[src/rtl/raw_gw_pkg.sv]
// Shared types and defaults for the raw_gateway transmit arbiter.
package raw_gw_pkg;

  localparam int unsigned JumboDwDefault = 11;

  typedef enum logic [1:0] {
    StIdle = 2'd0,
    StReq  = 2'd1,
    StSend = 2'd2,
    StDone = 2'd3
  } arb_state_e;

endpackage

[src/rtl/raw_tx_arbiter_if.sv]
// Client-side and engine-side transmit signals of the arbiter.
interface raw_tx_arbiter_if
  import raw_gw_pkg::*;
#(
  parameter int unsigned cw       = 2,
  parameter int unsigned jumbo_dw = JumboDwDefault
);
  localparam int unsigned n_clients = 2 ** cw;

  logic [n_clients-1:0]          cl_tx_req;
  logic [n_clients*jumbo_dw-1:0] cl_tx_len;
  logic [n_clients*8-1:0]        cl_tx_byte;
  logic [n_clients-1:0]          cl_tx_ack;
  logic [n_clients-1:0]          cl_tx_gate;
  logic                          tx_req;
  logic [jumbo_dw-1:0]           tx_len;
  logic                          tx_ack;
  logic                          tx_gate;
  logic [7:0]                    tx_byte;
  logic [cw-1:0]                 grant_id;
  logic                          busy;
  logic                          err;

  modport slave (
    input  cl_tx_req, cl_tx_len, cl_tx_byte, tx_ack, tx_gate,
    output cl_tx_ack, cl_tx_gate, tx_req, tx_len, tx_byte, grant_id, busy, err
  );

  modport master (
    output cl_tx_req, cl_tx_len, cl_tx_byte, tx_ack, tx_gate,
    input  cl_tx_ack, cl_tx_gate, tx_req, tx_len, tx_byte, grant_id, busy, err
  );

endinterface

[src/rtl/raw_tx_arbiter_rr_pick.sv]
// Combinational round-robin picker: first requester searching upward from last_grant+1.
module rr_pick #(
  parameter int unsigned cw = 2
) (
  input  logic [2**cw-1:0] req,
  input  logic [cw-1:0]    last_grant,
  output logic             valid,
  output logic [cw-1:0]    index
);
  localparam int unsigned n_clients = 2 ** cw;

  logic [cw-1:0] cand;

  // Walk from the farthest offset down so the nearest requester wins last.
  always_comb begin
    valid = 1'b0;
    index = '0;
    cand  = '0;
    for (int off = int'(n_clients); off > 0; off--) begin
      cand = last_grant + cw'(off);
      if (req[cand]) begin
        valid = 1'b1;
        index = cand;
      end
    end
  end

endmodule

[src/rtl/raw_tx_arbiter.sv]
// Round-robin arbiter sharing the raw_gateway transmit engine among 2**cw packet sources.
module raw_tx_arbiter
  import raw_gw_pkg::*;
#(
  parameter int unsigned cw       = 2,
  parameter int unsigned jumbo_dw = JumboDwDefault
) (
  input logic             clk,
  input logic             rst,
  raw_tx_arbiter_if.slave bus
);

  arb_state_e          state_q, state_d;
  logic [cw-1:0]       grant_q, grant_d;
  logic [cw-1:0]       last_q, last_d;
  logic [jumbo_dw-1:0] len_q, len_d;
  logic [jumbo_dw-1:0] cnt_q, cnt_d;
  logic                ack_q, ack_d;
  logic                err_q, err_d;
  logic                pick_valid;
  logic [cw-1:0]       pick_idx;
  logic                gate_ok;

  rr_pick #(.cw(cw)) u_pick (
    .req        (bus.cl_tx_req),
    .last_grant (last_q),
    .valid      (pick_valid),
    .index      (pick_idx)
  );

  // A gate is only legal while bytes of the granted packet remain.
  assign gate_ok = (state_q == StSend) && (cnt_q != len_q);

  always_comb begin
    state_d = state_q;
    grant_d = grant_q;
    last_d  = last_q;
    len_d   = len_q;
    cnt_d   = cnt_q;
    ack_d   = 1'b0;
    err_d   = err_q | (bus.tx_gate & ~gate_ok) | (bus.tx_ack & (state_q != StReq));
    unique case (state_q)
      StIdle: begin
        if (pick_valid) begin
          grant_d = pick_idx;
          len_d   = bus.cl_tx_len[pick_idx*jumbo_dw +: jumbo_dw];
          state_d = StReq;
        end
      end
      StReq: begin
        if (bus.tx_ack) begin
          ack_d   = 1'b1;
          cnt_d   = '0;
          state_d = StSend;
        end
      end
      StSend: begin
        if (cnt_q == len_q) begin
          state_d = StDone;
        end else if (bus.tx_gate) begin
          cnt_d = cnt_q + 1'b1;
        end
      end
      StDone: begin
        last_d  = grant_q;
        state_d = StIdle;
      end
      default: state_d = StIdle;
    endcase
  end

  always_ff @(posedge clk or posedge rst) begin
    if (rst) begin
      state_q <= StIdle;
      grant_q <= '0;
      last_q  <= {cw{1'b1}};
      len_q   <= '0;
      cnt_q   <= '0;
      ack_q   <= 1'b0;
      err_q   <= 1'b0;
    end else begin
      state_q <= state_d;
      grant_q <= grant_d;
      last_q  <= last_d;
      len_q   <= len_d;
      cnt_q   <= cnt_d;
      ack_q   <= ack_d;
      err_q   <= err_d;
    end
  end

  always_comb begin
    bus.cl_tx_ack  = '0;
    bus.cl_tx_gate = '0;
    if (ack_q) bus.cl_tx_ack[grant_q] = 1'b1;
    if (gate_ok && bus.tx_gate) bus.cl_tx_gate[grant_q] = 1'b1;
  end

  assign bus.tx_req   = (state_q == StReq);
  assign bus.tx_len   = len_q;
  assign bus.tx_byte  = bus.cl_tx_byte[grant_q*8 +: 8];
  assign bus.grant_id = grant_q;
  assign bus.busy     = (state_q != StIdle);
  assign bus.err      = err_q;

endmodule

[src/flat_wrapper.sv]
// flat-port wrapper written by rule: the top's interface ports become plain ports
module raw_tx_arbiter_flat import raw_gw_pkg::*;
#(
  parameter int unsigned cw       = 2,
  parameter int unsigned jumbo_dw = JumboDwDefault
)
  (clk, rst, bus_cl_tx_req, bus_cl_tx_len, bus_cl_tx_byte, bus_tx_ack, bus_tx_gate, bus_cl_tx_ack, bus_cl_tx_gate, bus_tx_req, bus_tx_len, bus_tx_byte, bus_grant_id, bus_busy, bus_err);
  raw_tx_arbiter_if #(.cw(cw), .jumbo_dw(jumbo_dw)) bus_i ();
  input logic clk;
  input logic rst;
  input wire logic [$bits(bus_i.cl_tx_req)-1:0] bus_cl_tx_req;
  input wire logic [$bits(bus_i.cl_tx_len)-1:0] bus_cl_tx_len;
  input wire logic [$bits(bus_i.cl_tx_byte)-1:0] bus_cl_tx_byte;
  input wire logic [$bits(bus_i.tx_ack)-1:0] bus_tx_ack;
  input wire logic [$bits(bus_i.tx_gate)-1:0] bus_tx_gate;
  output wire logic [$bits(bus_i.cl_tx_ack)-1:0] bus_cl_tx_ack;
  output wire logic [$bits(bus_i.cl_tx_gate)-1:0] bus_cl_tx_gate;
  output wire logic [$bits(bus_i.tx_req)-1:0] bus_tx_req;
  output wire logic [$bits(bus_i.tx_len)-1:0] bus_tx_len;
  output wire logic [$bits(bus_i.tx_byte)-1:0] bus_tx_byte;
  output wire logic [$bits(bus_i.grant_id)-1:0] bus_grant_id;
  output wire logic [$bits(bus_i.busy)-1:0] bus_busy;
  output wire logic [$bits(bus_i.err)-1:0] bus_err;
  assign bus_i.cl_tx_req = bus_cl_tx_req;
  assign bus_i.cl_tx_len = bus_cl_tx_len;
  assign bus_i.cl_tx_byte = bus_cl_tx_byte;
  assign bus_i.tx_ack = bus_tx_ack;
  assign bus_i.tx_gate = bus_tx_gate;
  assign bus_cl_tx_ack = bus_i.cl_tx_ack;
  assign bus_cl_tx_gate = bus_i.cl_tx_gate;
  assign bus_tx_req = bus_i.tx_req;
  assign bus_tx_len = bus_i.tx_len;
  assign bus_tx_byte = bus_i.tx_byte;
  assign bus_grant_id = bus_i.grant_id;
  assign bus_busy = bus_i.busy;
  assign bus_err = bus_i.err;
  raw_tx_arbiter #(.cw(cw), .jumbo_dw(jumbo_dw)) u_core (.clk(clk), .rst(rst), .bus(bus_i));
endmodule
[config.mk]
export PLATFORM = sky130hd
export DESIGN_NAME = raw_tx_arbiter_flat
export DESIGN_NICKNAME = d
export VERILOG_FILES = /design/src/rtl/raw_gw_pkg.sv /design/src/rtl/raw_tx_arbiter_if.sv /design/src/rtl/raw_tx_arbiter_rr_pick.sv /design/src/rtl/raw_tx_arbiter.sv /design/src/flat_wrapper.sv
export SDC_FILE = /design/constraint.sdc
export NUM_CORES = 1
export LEC_CHECK = 0
export BUFFER_PORTS_ARGS = -buffer_cell sky130_fd_sc_hd__buf_2
export CORE_ASPECT_RATIO = 1.2
export CORE_MARGIN = 1.5
export CORE_UTILIZATION = 45
export DETAILED_ROUTE_END_ITERATION = 8
export PLACE_DENSITY = 0.91
export SLEW_MARGIN = 20
export SYNTH_ARGS = -nofsm -noshare
export SYNTH_HDL_FRONTEND = slang
export SYNTH_SLANG_ARGS = --single-unit
[constraint.sdc]
create_clock -name clk -period 2.1 [get_ports clk]
set_input_delay 0.42 -clock clk [delete_from_list [all_inputs] [get_ports clk]]
set_output_delay 0.42 -clock clk [all_outputs]
set_load 0.01 [all_outputs]
# ---- Word level (Yosys, flattened, before mapping)
# Cells that the tools add are included.
dict set report classes {
  add_sub_neg 4
  n_mul 1
  n_lt_le_gt_ge 6
  n_eq_ne 11
  shifts 2
  muxes 30
  n_bitwise 5
  reduce_logical 9
}
# cell n
set ops {}
lappend ops {{variable part select 44 x 7 -> 11 bit} 1}
lappend ops {{2-to-1 mux 11 bit} 3}
lappend ops {{variable part select 32 x 6 -> 8 bit} 1}
lappend ops {{one-hot mux 11 bit (2 select lines)} 1}
lappend ops {{< comparator 2 x 3 -> 1 bit, second input constant} 5}
lappend ops {{2-to-1 mux 2 bit} 7}
lappend ops {{adder 11 x 1 -> 11 bit, second input constant} 1}
lappend ops {{equality test 11 bit} 1}
lappend ops {{2-to-1 mux 1 bit} 11}
lappend ops {{!= test 11 bit} 1}
lappend ops {{binary-select mux 1 bit (select 2 bit)} 4}
lappend ops {{2-to-1 mux 4 bit} 2}
lappend ops {{!= test 2 bit, second input constant} 4}
lappend ops {{one-hot mux 2 bit (4 select lines)} 1}
lappend ops {{multiplier 2 x 4 -> 6 bit, second input constant} 1}
lappend ops {{adder 2 bit, second input constant} 2}
lappend ops {{equality test 2 bit, second input constant} 2}
lappend ops {{!= test 2 x 1 -> 1 bit, second input constant} 2}
lappend ops {{AND reduction 4 bit} 1}
lappend ops {{nonzero test 2 bit} 2}
lappend ops {{logical AND 1 bit} 3}
lappend ops {{AND reduction 3 bit} 1}
lappend ops {{adder 2 x 1 -> 2 bit, second input constant} 1}
lappend ops {{bitwise AND 1 bit} 2}
lappend ops {{7 further kinds} 8}
dict set report totals {
  reg_bits 30
  output_inout_bits 32
  word_cells 75
}

# ---- Longest topological paths before layout
dict set report depth {
  ltp_word 8
  depth_mapped 8
  mapped_depth_nobuf 7
}

# ---- Cells and area by module
# Synthesis repeated with hierarchy kept, for this count alone.
dict set report unflattened {
  hier_cells 204
  hier_area_um2 2313.5
}
# module instances cells_per_inst area_per_inst_um2
set modules_own_cells {}
lappend modules_own_cells {raw_tx_arbiter 1 190 2222.1}
lappend modules_own_cells {rr_pick 1 14 91.3}

# ---- Least setup slack after synthesis
# No wires, ideal clock.
dict set report synth_path {
  path_kind {register to output}
  from {reg u_core.grant_q[0], in the netlist u_core.bus.grant_id[0]}
  to {out bus_cl_tx_gate[1]}
  t_arrival_ns 1.490
  setup_slack_ns 0.190
  stages_incl_launch_ff 4
  path_cell_list {dfrtp_1 clkbuf_1 clkbuf_1 nor3b_1}
}
dict set report synth_via {
  elab_chain_len 5
  elab_cells_between_ends 6
  classes_between {order compare: 2; mux: 3; reduce/logical: 1}
}
# element line
set synth_lines {}
lappend synth_lines {{start, declared} raw_tx_arbiter.sv:14} ;# logic [cw-1:0] grant_q, grant_d;
lappend synth_lines {{start signal, assigned} raw_tx_arbiter.sv:83} ;# grant_q <= grant_d;
lappend synth_lines {{< comparator 2 x 3 -> 1 bit (not written as such) / greater-or-equal comparator 2 x 1 -> 1 bit (equally long branches)} raw_tx_arbiter.sv:96} ;# if (gate_ok && bus.tx_gate) bus.cl_tx_gate[grant_q] = 1'b1;
lappend synth_lines {{logical AND 1 bit (not written as such)} raw_tx_arbiter.sv:96}
lappend synth_lines {{2-to-1 mux 1 bit (not written as such)} raw_tx_arbiter.sv:96}
lappend synth_lines {{demux 1 bit (select 2 bit) (*)} n/a}
lappend synth_lines {{2-to-1 mux 4 bit (*)} raw_tx_arbiter.sv:96}
lappend synth_lines {{end, declared} flat_wrapper.sv:17} ;# output wire logic [$bits(bus_i.cl_tx_gate)-1:0] bus_cl_tx_gate;
# Mark *: on every way between the ends. The rest lies on a longest branch, timed or not.

# ---- Worst setup path in the final report
dict set report layout_path {
  from {reg u_core.len_q[9], in the netlist u_core.bus.tx_len[9]}
  to {out bus_cl_tx_gate[0]}
}
dict set report layout_via {
  elab_chain_len 4
}
# element line
set layout_lines {}
lappend layout_lines {{start, declared} raw_tx_arbiter.sv:16} ;# logic [jumbo_dw-1:0] len_q, len_d;
lappend layout_lines {{start signal, assigned} raw_tx_arbiter.sv:85} ;# len_q <= len_d;
lappend layout_lines {{!= test 11 bit} raw_tx_arbiter.sv:32} ;# assign gate_ok = (state_q == StSend) && (cnt_q != len_q);
lappend layout_lines {{logical AND 1 bit} raw_tx_arbiter.sv:32}
lappend layout_lines {{logical AND 1 bit} raw_tx_arbiter.sv:96}
lappend layout_lines {{2-to-1 mux 4 bit} raw_tx_arbiter.sv:96}
# Every way passes these cells.

==> metrics.yaml <==
logic_synthesis:
  synth_top_family_by_area: "multiplexers"
  ys_ff_latch: 30
  yosys.area.top_type: "dfrtp_1"
  synthMuxAreaShare_pct: 21.90
  synth.distinct_cells: 39
  netlist_instances: 213
  synth_area_leaders: "dfrtp_1 (33%), mux2i_1 (11%), mux4_2 (8.5%)"
  syn_avg_cell_area_um2: 9.980
  yosys.area_share.simple_pct: 17.72
  ys.flop_type: "dfrtp_1"
  synth-compound-area-share_pct: 12.65
  synthArstFlopShare_pct: 100.0
  synth_adder_area_share_pct: 2.943
  mappedNetlistArea_um2: 2126
  ys_seq_area_share_pct: 35.43
  synth_xor_area_share_pct: 4.532
  netlist.area_leader.share_pct: 32.96
  synth_edf_count: 0
  yosys_warnings: 0
  synthesis.nets: 302
die:
  rows: 27
  die_area_um2: 5147
  start_util_pct: 46.61
  ios: 116
  die_x_um: 65.74
  die_h_um: 78.29
  coreArea_um2: 4561
worst_setup_path:
  reg2reg_depth: 6
  ff2ff_setup_slack_ns: 0.09
  critPathKind: "register to output pin"
  r2r-end: "u_core.state_q[1]"
  crit_required_ns: 1.68
  r2r-start: "u_core.bus.tx_len[9]"
  cp.arrival_ns: 1.75
  endpoint_kind: "output pin"
  crit_fanout: 4
  cp-start-kind: "register"
timing:
  relSlewSlack_pct: 59.33
  fin_ws_ns: -0.07498
  drv_slew: 0
  period_needed_ns: 2.175
  setup_viol: 4
  timing.final.crit_share_pct: 103.6
  rsz0062_at_grt: "true"
  tightest_slew_ns: 0.6101
  fin_skew_ns: 0.009304
  hold_viol: 0
  fmax_mhz: 459.8
clock_tree:
  cts-root-buf: "clkbuf_8"
  cts_sinks: 30
  htreeDepth: 2
  hold_buffers: 0
  clkTransAtPathRegs_ns: 0.07
  clock_latency_ns: 0.28
  cts_buffers: 5
  cts_tree: "yes"
  cts_buffer_depth: 2
drt:
  vias: 2236
  postRouteAntennaNets: 0
  highest_layer: "met4"
  routed_via_density: 5.590
  dr.pass1.iters: 4
  drc: 0
  met3_length_um: 423
  met2_length_mm: 3.646
  drt_iter0_drc: 59
  routed_wl_mm: 6.314
  wl_per_cell_um: 15.79
  wl_met1_mm: 2.108
power:
  powerDensity_nw_per_um2: 1257
  p_leak_nw: 1.596
  worst_ir_drop_vdd_mv: 0.5917
global_route:
  grt_first_pass_wirelength_mm: 10.04
  gr-total-overflow: 0
  grt_usage_pct: 24.87
  grt_max_degree: 31
  grt_pass1_vias: 2371
  grt_antenna_before_repair: 0
layout:
  fillers: 340
  layout_common_cells: "buf_2 (115), dfrtp_1 (26), mux2i_1 (24)"
  mostFrequentLayoutCell: "buf_2"
  diodes: 0
  final_util_pct: 67.90
  stdcell_area_um2: 3097
  fin_nets: 430
  drive_above_1_share_pct: 50.29
  area_growth_syn_to_layout_pct: 45.67
placed_design:
  pre_cts_ws_ns: -0.009507
  place_area_um2: 2809
  gp_congestion: 0.8935
  dp.final_hpwl_mm: 4.698
  io_buffers: 115
job:
  maxCapViolations: 0
status:
  outcome: "complete, but fails checks"
  violations: "setup timing"
worst_hold_path:
  hold_class: "input port to async pin"
## synth_stat cells, types with 3 or more instances
| library cell | count |
|---|---|
| nor3b_1 | 3 |
| inv_1 | 8 |
| o21ai_0 | 10 |
| nand3_1 | 5 |
| a21oi_1 | 12 |
| mux2i_1 | 24 |
| nand4_1 | 3 |
| mux2_2 | 4 |
| or3_1 | 8 |
| nor4_1 | 3 |
| dfrtp_1 | 28 |
| xor2_1 | 11 |
| nor2_1 | 6 |
| o221ai_1 | 11 |
| nand2_1 | 21 |
| nand2b_1 | 6 |
| ha_1 | 5 |
| mux4_2 | 8 |
| and2_1 | 4 |
| clkbuf_1 | 7 |
## layer usage
layer | global-route usage, % | vias up
li1 | - | 1052
met1 | 23.14 | 1068
met2 | 50.71 | 101
met3 | 4.441 | 15
met4 | 9.792 | 0
met5 | 0 | -
## how the worst max path moves through the flow
stage               cells after the start  slack (ns)              startpoint                end
global placement                        5        0.08    u_core.bus.tx_len[9]  u_core.state_q[1]
detailed placement                      5       -0.01    u_core.bus.tx_len[9]  u_core.state_q[1]
global route                            6       -0.15    u_core.bus.tx_len[9]  bus_cl_tx_gate[1]
floorplan                               3        0.19  u_core.bus.grant_id[0]  bus_cl_tx_gate[1]
CTS                                     6       -0.06    u_core.bus.tx_len[2]  bus_cl_tx_gate[1]
finish                                  6       -0.07    u_core.bus.tx_len[9]  bus_cl_tx_gate[0]
## power by group
part / internal, mW / switching [mW]
sequential: 0.789 / 0.292
clock: 0.506 / 0.215
combinational: 1.05 / 1.04
total: 2.35 / 1.55
## repair_timing
item,4_1_cts,5_1_grt
setup buffers,5,4
endpoints found under the setup margin,13,5
pin swaps,6,7
gates resized for setup,9,6
## cell families (layout without fill, tap and decap cells)
family	Yosys count	count (layout)
multiplexers	36	36
adder cells (fa/ha/maj)	5	5
AO/OA/AOI/OAI	40	40
flip-flops	30	30
buffers and inverters	21	150
AND/OR/NAND/NOR	70	70
XOR/XNOR	11	11
## layout make-up
| class | count | area, um^2 | share of cell area, % |
|---|---|---|---|
| inverter | 8 | 30.03 | 0.9697 |
| multi-input combinational | 162 | 1353 | 43.68 |
| sequential | 30 | 755.7 | 24.40 |
| clock buffer | 6 | 82.58 | 2.667 |
| timing repair buffer | 134 | 743.2 | 24.00 |
| tap | 58 | 72.57 | 2.343 |
| clock inverter | 2 | 60.06 | 1.939 |
## critical path: stages (launching register included)
cell	delay [ns]
dfrtp_1	0.41
xor2_1	0.20
nor4_4	0.37
a31oi_4	0.15
nand2_2	0.14
nor3_1	0.05
buf_2	0.16
## state kept, by name, indices dropped and copies added (netlist names)
name and count:
u_core.bus.err 1, u_core.last_q 2, u_core.bus.grant_id 2, u_core.state_q 2, u_core.cnt_q 11, u_core.ack_q 1, u_core.bus.tx_len 11
## metrics by stage
stage	setup TNS [ns]	hold slack [ns]	cells	power, mW
after CTS	-0.1503	0.2148	397	3.824
final	-0.2411	0.2019	400	3.894
after floorplan	0	0.4939	213	2.248
after global placement	0	0.4717	384	2.867
after detailed placement	-0.009507	0.4837	384	2.928
after global routing	-0.5249	0.2472	400	4.134
(Power assumes the default switching activity.)
